`config.mk`:
```
export PLATFORM = sky130hd
export DESIGN_NAME = vga_timing_ctrl_flat
export DESIGN_NICKNAME = d
export VERILOG_FILES = /design/src/rtl/vga_timing_ctrl_pkg.sv /design/src/rtl/vga_timing_ctrl_if.sv /design/src/rtl/vga_timing_ctrl_dot_ce_gen.sv /design/src/rtl/vga_timing_ctrl.sv /design/src/flat_wrapper.sv
export SDC_FILE = /design/constraint.sdc
export NUM_CORES = 1
export LEC_CHECK = 0
export CAP_MARGIN = 20
export CORE_MARGIN = 8
export CORE_UTILIZATION = 53
export DETAILED_ROUTE_END_ITERATION = 6
export HOLD_SLACK_MARGIN = 0.03
export PLACE_DENSITY = 0.78
export SYNTH_ARGS = -nofsm -noshare
export SYNTH_HDL_FRONTEND = slang
export SYNTH_HIERARCHICAL = 1
export SYNTH_SLANG_ARGS = --single-unit
```
`constraint.sdc`:
```
create_clock -name clk252 -period 2.9 [get_ports clk252]
set_clock_uncertainty 0.1 [all_clocks]
set_input_delay 0.58 -clock clk252 [delete_from_list [all_inputs] [get_ports clk252]]
set_output_delay 0.58 -clock clk252 [all_outputs]
set_load 0.02 [all_outputs]
```
`src/rtl/vga_timing_ctrl_pkg.sv`:
```
// vga_timing_pkg: shared 640x480@60 timing defaults, counter type and FSM encoding
package vga_timing_pkg;

   localparam int CNT_W = 10;

   typedef logic [CNT_W-1:0] cnt_t;

   typedef enum logic [1:0] {
      IDLE  = 2'd0,
      RUN   = 2'd1,
      DRAIN = 2'd2
   } state_t;

   function automatic int total(input int a, input int b, input int c, input int d);
      return a + b + c + d;
   endfunction

   localparam int DEF_DIV_RATIO = 10;
   localparam int DEF_H_ACTIVE  = 640;
   localparam int DEF_H_FP      = 16;
   localparam int DEF_H_SYNC    = 96;
   localparam int DEF_H_BP      = 48;
   localparam int DEF_V_ACTIVE  = 480;
   localparam int DEF_V_FP      = 10;
   localparam int DEF_V_SYNC    = 2;
   localparam int DEF_V_BP      = 33;

   localparam int DEF_H_TOTAL = total(DEF_H_ACTIVE, DEF_H_FP, DEF_H_SYNC, DEF_H_BP);
   localparam int DEF_V_TOTAL = total(DEF_V_ACTIVE, DEF_V_FP, DEF_V_SYNC, DEF_V_BP);

endpackage

```
`src/rtl/vga_timing_ctrl_if.sv`:
```
// vga_timing_ctrl_if: scan request and video timing outputs of the VGA timing controller
interface vga_timing_ctrl_if;
   import vga_timing_pkg::*;

   logic enable;
   logic dot_en;
   logic hsync;
   logic vsync;
   logic active;
   cnt_t x;
   cnt_t y;
   logic frame_start;
   logic busy;

   modport master (
      input  enable,
      output dot_en, hsync, vsync, active, x, y, frame_start, busy
   );

   modport slave (
      output enable,
      input  dot_en, hsync, vsync, active, x, y, frame_start, busy
   );

endinterface

```
`src/rtl/vga_timing_ctrl_dot_ce_gen.sv`:
```
// dot_ce_gen: divides clk252 into a one-cycle dot strobe while the scan runs
module dot_ce_gen
   import vga_timing_pkg::*;
#(
   parameter int DIV_RATIO = DEF_DIV_RATIO
) (
   input  logic clk252,
   input  logic rst,
   input  logic run,
   output logic dot_en
);

   localparam int W = (DIV_RATIO > 1) ? $clog2(DIV_RATIO) : 1;
   localparam logic [W-1:0] LAST = W'(DIV_RATIO - 1);

   logic [W-1:0] div;

   // divider parks at 0 when stopped so the first strobe lands DIV_RATIO cycles after start
   always_ff @(posedge clk252) begin
      if (rst || !run)
         div <= '0;
      else
         div <= (div == LAST) ? '0 : div + W'(1);
   end

   assign dot_en = run && (div == LAST);

endmodule

```
`src/rtl/vga_timing_ctrl.sv`:
```
// vga_timing_ctrl: VGA scan FSM, dot counters and registered sync/visible decodes
module vga_timing_ctrl
   import vga_timing_pkg::*;
#(
   parameter int DIV_RATIO = DEF_DIV_RATIO,
   parameter int H_ACTIVE  = DEF_H_ACTIVE,
   parameter int H_FP      = DEF_H_FP,
   parameter int H_SYNC    = DEF_H_SYNC,
   parameter int H_BP      = DEF_H_BP,
   parameter int V_ACTIVE  = DEF_V_ACTIVE,
   parameter int V_FP      = DEF_V_FP,
   parameter int V_SYNC    = DEF_V_SYNC,
   parameter int V_BP      = DEF_V_BP
) (
   input logic               clk252,
   input logic               rst,
   vga_timing_ctrl_if.master vga
);

   localparam cnt_t H_LAST = cnt_t'(total(H_ACTIVE, H_FP, H_SYNC, H_BP) - 1);
   localparam cnt_t V_LAST = cnt_t'(total(V_ACTIVE, V_FP, V_SYNC, V_BP) - 1);
   localparam cnt_t H_VIS  = cnt_t'(H_ACTIVE);
   localparam cnt_t V_VIS  = cnt_t'(V_ACTIVE);
   localparam cnt_t H_SS   = cnt_t'(H_ACTIVE + H_FP);
   localparam cnt_t H_SE   = cnt_t'(H_ACTIVE + H_FP + H_SYNC);
   localparam cnt_t V_SS   = cnt_t'(V_ACTIVE + V_FP);
   localparam cnt_t V_SE   = cnt_t'(V_ACTIVE + V_FP + V_SYNC);

   state_t state;
   state_t state_nx;
   cnt_t   h_cnt;
   cnt_t   v_cnt;
   logic   run;
   logic   dot_en;
   logic   dot_start;
   logic   h_wrap;
   logic   frame_end;
   logic   vis;

   assign run       = (state != IDLE);
   assign h_wrap    = (h_cnt == H_LAST);
   assign frame_end = dot_en && h_wrap && (v_cnt == V_LAST);
   assign vis       = run && (h_cnt < H_VIS) && (v_cnt < V_VIS);

   dot_ce_gen #(
      .DIV_RATIO(DIV_RATIO)
   ) u_dot_ce_gen (
      .clk252,
      .rst,
      .run,
      .dot_en
   );

   // scan state register
   always_ff @(posedge clk252) begin
      state <= rst ? IDLE : state_nx;
   end

   // enable restarts or keeps the scan; without it a running frame drains to its last dot
   always_comb begin
      state_nx = state;
      vga.busy = run;
      state_nx = vga.enable ? RUN :
                 (state == IDLE || (state == DRAIN && frame_end)) ? IDLE : DRAIN;
   end

   // dot and line counters, wrapped explicitly at the programmed totals
   always_ff @(posedge clk252) begin
      if (rst || !run) begin
         h_cnt <= '0;
         v_cnt <= '0;
      end else if (dot_en) begin
         h_cnt <= h_wrap ? '0 : h_cnt + cnt_t'(1);
         if (h_wrap)
            v_cnt <= (v_cnt == V_LAST) ? '0 : v_cnt + cnt_t'(1);
      end
   end

   // flags the first clk252 cycle of every dot, including the first dot after leaving IDLE
   always_ff @(posedge clk252) begin
      dot_start <= !rst && (dot_en || (state == IDLE && state_nx == RUN));
   end

   // registered decodes, one cycle behind the counters and steady for the whole dot
   always_ff @(posedge clk252) begin
      if (rst) begin
         vga.hsync       <= 1'b1;
         vga.vsync       <= 1'b1;
         vga.active      <= 1'b0;
         vga.x           <= '0;
         vga.y           <= '0;
         vga.frame_start <= 1'b0;
      end else begin
         vga.hsync       <= !(h_cnt >= H_SS && h_cnt < H_SE);
         vga.vsync       <= !(v_cnt >= V_SS && v_cnt < V_SE);
         vga.active      <= vis;
         vga.x           <= vis ? h_cnt : '0;
         vga.y           <= vis ? v_cnt : '0;
         vga.frame_start <= run && dot_start && h_cnt == '0 && v_cnt == '0;
      end
   end

   assign vga.dot_en = dot_en;

endmodule

```
`src/flat_wrapper.sv`:
```
// flat-port wrapper written by rule: the top's interface ports become plain ports
module vga_timing_ctrl_flat import vga_timing_pkg::*;
#(
   parameter int DIV_RATIO = DEF_DIV_RATIO,
   parameter int H_ACTIVE  = DEF_H_ACTIVE,
   parameter int H_FP      = DEF_H_FP,
   parameter int H_SYNC    = DEF_H_SYNC,
   parameter int H_BP      = DEF_H_BP,
   parameter int V_ACTIVE  = DEF_V_ACTIVE,
   parameter int V_FP      = DEF_V_FP,
   parameter int V_SYNC    = DEF_V_SYNC,
   parameter int V_BP      = DEF_V_BP
)
  (clk252, rst, vga_enable, vga_dot_en, vga_hsync, vga_vsync, vga_active, vga_x, vga_y, vga_frame_start, vga_busy);
  vga_timing_ctrl_if vga_i ();
  input logic clk252;
  input logic rst;
  input wire logic [$bits(vga_i.enable)-1:0] vga_enable;
  output wire logic [$bits(vga_i.dot_en)-1:0] vga_dot_en;
  output wire logic [$bits(vga_i.hsync)-1:0] vga_hsync;
  output wire logic [$bits(vga_i.vsync)-1:0] vga_vsync;
  output wire logic [$bits(vga_i.active)-1:0] vga_active;
  output wire logic [$bits(vga_i.x)-1:0] vga_x;
  output wire logic [$bits(vga_i.y)-1:0] vga_y;
  output wire logic [$bits(vga_i.frame_start)-1:0] vga_frame_start;
  output wire logic [$bits(vga_i.busy)-1:0] vga_busy;
  assign vga_i.enable = vga_enable;
  assign vga_dot_en = vga_i.dot_en;
  assign vga_hsync = vga_i.hsync;
  assign vga_vsync = vga_i.vsync;
  assign vga_active = vga_i.active;
  assign vga_x = vga_i.x;
  assign vga_y = vga_i.y;
  assign vga_frame_start = vga_i.frame_start;
  assign vga_busy = vga_i.busy;
  vga_timing_ctrl #(.DIV_RATIO(DIV_RATIO), .H_ACTIVE(H_ACTIVE), .H_FP(H_FP), .H_SYNC(H_SYNC), .H_BP(H_BP), .V_ACTIVE(V_ACTIVE), .V_FP(V_FP), .V_SYNC(V_SYNC), .V_BP(V_BP)) u_core (.clk252(clk252), .rst(rst), .vga(vga_i));
endmodule
```
==> impl_results.md <==
* I/O Pins at 29
* Syn. warnings at 6
* Antenna cells at 0
* Root Buffer: clkbuf_8
* Endpoint type of the worst setup path: output pin
* Final Hold Viols at 0
* ANT nets after route at 0
* Post-CTS Setup Repair Bufs at 0
* Data arrival time of the worst path at about 2.0 ns
* CTS H-tree lvls at 2
* Pwr dens at 530 nW/um^2
* Max-slew violation count at 0
* FP Rows at 22
* CP Launch Type: flop
* Critical Path RT at around 2.2 ns
* Grt ovf at 0
* Cts hold-fix bufs at 0
* Routed wire length at 3900 microns
* Fmax at between 300 and 400 MHz
* Initial Util at between 50% and 60%
* Core area at roughly 3700 sq um
* Die area at 6100 sq um
* Crit Path Max Fanout at 4
* Routed wire per std cell at 13.7 microns
* Critical path type: reg -> out
* Via density per instance at approximately 5.3
* Cell area after synthesis at just over 2000 sq um
* Initial drt markers at a little over 80
* Routability Congestion at around 0.8
* TritonCTS clock tree: built
* Router iterations before antenna repair at 4
* Total CTS buffers at 5
* Synthesis-stage register bit count at 51
* First-pass GRT wire length at roughly 6600 microns
* Initial antenna violation count at 0
* Max Root-Sink Buffers at 2
* Final setup fails at 0
* GRT Util Overall at 13.1%
* Syn avg cell area at just under 10 sq um
* Peak VDD IR at about 320 uV
* Period Utilization, post-route at between 90 and 100%
* Die W at between 70 and 80 microns
* HPWL after detailed placement at 2810 microns
* Drt drc at 0
* Post-cts gate resize count at 0
* RSZ-0062 raised after global routing: false
* FFs w/ async S/R, synth at 0%
* Tmin final at about 2.7 ns
* DIE HEIGHT at between 70 and 80 microns
* Pleak at 0.865 nW
* Netlist cell types at 42
* Worst-Skew Late Latency at approximately 0.3 ns
* Most used DFF post-synth: dfxtp_1
* Seq/Total Area, Yosys at around half
* Pin count of the biggest net entering global routing at 16
* Sink Count at 51
* Layout cells sized above 1 at between 10% and 20%
* Run status: finished clean
* Max cap viols at 0
* P&R area growth vs syn at 21.0%
* Hold WS at ~0.37 ns
* Number of synthesized flops with an enable pin at 0
* Vias in the first global route at roughly 1400
* Syn Nets at around 220
* Setup_tns at 0 ns
* Synth Instances at around 210
* Clk slew on worst S/H paths at around 0.08 ns
* I/O Buffers at 28
* Hold Path Class: reg -> reg
* Slew @ Worst Pin at between 0.5 and 0.6 ns
* Nets at 245
* Vias post-DR at 1524
* Rel. slew slack at between 60% and 70%
==> worst paths after layout <==
| kind | from | slack [ns] | cells after the start | to |
|---|---|---|---|---|
| worst max-delay path | u_core/u_dot_ce_gen/div[0]$_SDFF_PP0_ | 0.21 | 4 | vga_dot_en |
| worst min-delay path | u_core/state[0]$_SDFF_PP0_ | 0.37 | 2 | u_core/state[1]$_SDFF_PP0_ |
| worst max register to register | u_core/u_dot_ce_gen/div[0]$_SDFF_PP0_ | 0.33 | 7 | u_core/v_cnt[5]$_SDFFE_PP0P_ |
| worst min register to register | u_core/state[0]$_SDFF_PP0_ | 0.37 | 2 | u_core/state[1]$_SDFF_PP0_ |
==> power by group <==
group	switching (W)	total, W	internal, W
clock	0.000218	0.000563	0.000345
combinational	0.0000257	0.0000413	0.0000156
sequential	0.00000261	0.000708	0.000705
==> cell usage in the layout (no fill, tap or decap), types with 7 or more instances in the layout <==
cell,count
xor2_1,7
clkdlybuf4s50_1,28
a21oi_1,8
and2_1,18
inv_1,7
nand4_1,9
dfxtp_1,51
nor2_1,20
nand2_1,11
==> synth_stat cells, drive strengths merged, types with 2 or more instances <==
| master | instances | area [sq um] |
|---|---|---|
| nor2 | 21 | 81.3 |
| and3 | 2 | 12.5 |
| nor4 | 3 | 18.8 |
| nand2 | 11 | 41.3 |
| inv | 7 | 26.3 |
| o21ai | 8 | 47.6 |
| xnor2 | 6 | 52.6 |
| buf | 6 | 57.6 |
| xor2 | 7 | 61.3 |
| nor2b | 3 | 18.8 |
| o31ai | 3 | 22.5 |
| dfxtp | 51 | 1020 |
| or3 | 6 | 37.5 |
| nand3 | 7 | 45.0 |
| ha | 6 | 75.1 |
| clkbuf | 2 | 7.51 |
| nand4 | 11 | 90.1 |
| and2 | 19 | 120 |
| or4 | 5 | 42.5 |
| a21oi | 9 | 48.8 |
| nor3 | 4 | 20.0 |
==> final cells by class <==
cell class	count	area (sq um)
Clock buffer	6	72.6
Clock inverter	2	60.1
Fill cell	315	1210
Inverter	7	26.3
Multi-Input combinational cell	141	938
Sequential cell	51	1020
Tap cell	48	60.1
Timing Repair Buffer	30	295
==> through the flow <==
step	utilization (%)	area, sq um	total power, W	worst slack [ns]	instances
after floorplan	-	2040	0.000747	0.261	207
after detailed placement	63.5	2340	0.000766	0.368	277
final	67.1	2470	0.00131	0.206	285
after global routing	67.1	2470	0.00136	0.0774	285
after global placement	63.5	2340	0.000766	0.483	277
after CTS	67.1	2470	0.00132	0.179	285
==> per-layer routing <==
layer | GRT usage [%] | wire length (microns) | up-vias | share of wire (%)
met4 | 5.00 | 48 | 0 | 1.2
met2 | 20.3 | 1820 | 36 | 47
met5 | 0 | 0 | - | 0
met3 | 5.13 | 255 | 5 | 6.5
li1 | - | - | 767 | -
met1 | 16.0 | 1770 | 716 | 45
==> logic make-up (layout without fill, tap and decap cells) <==
family	Yosys count	count (layout)	share of synthesized area, %
and+or+nand+nor	99	99	29.5
AOI/OAI and AO/OA	21	21	6.18
adders and majority gates	6	6	3.67
other	1	1	0.183
DFF	51	51	49.9
xor gates and xnor gates	13	13	5.57
buffers and inverters	15	45	4.47
muxes	1	1	0.490
==> state kept, by name (all words and copies together) (netlist names) <==
name	cells
u_core/u_dot_ce_gen/div	4
u_core/vga.x	10
u_core/vga.hsync	1
u_core/v_cnt	10
u_core/vga.y	10
u_core/vga.active	1
u_core/vga.vsync	1
u_core/vga.frame_start	1
u_core/h_cnt	10
u_core/state	2
u_core/dot_start	1
==> worst max-delay path, cell delays in order, from the launching register on <==
cell             delay (ns)
dfxtp_1                0.40
ha_1                   0.16
nand2_1                0.08
nor3b_1                0.39
clkdlybuf4s50_1        0.69
Power figures use the tool's default switching activity.
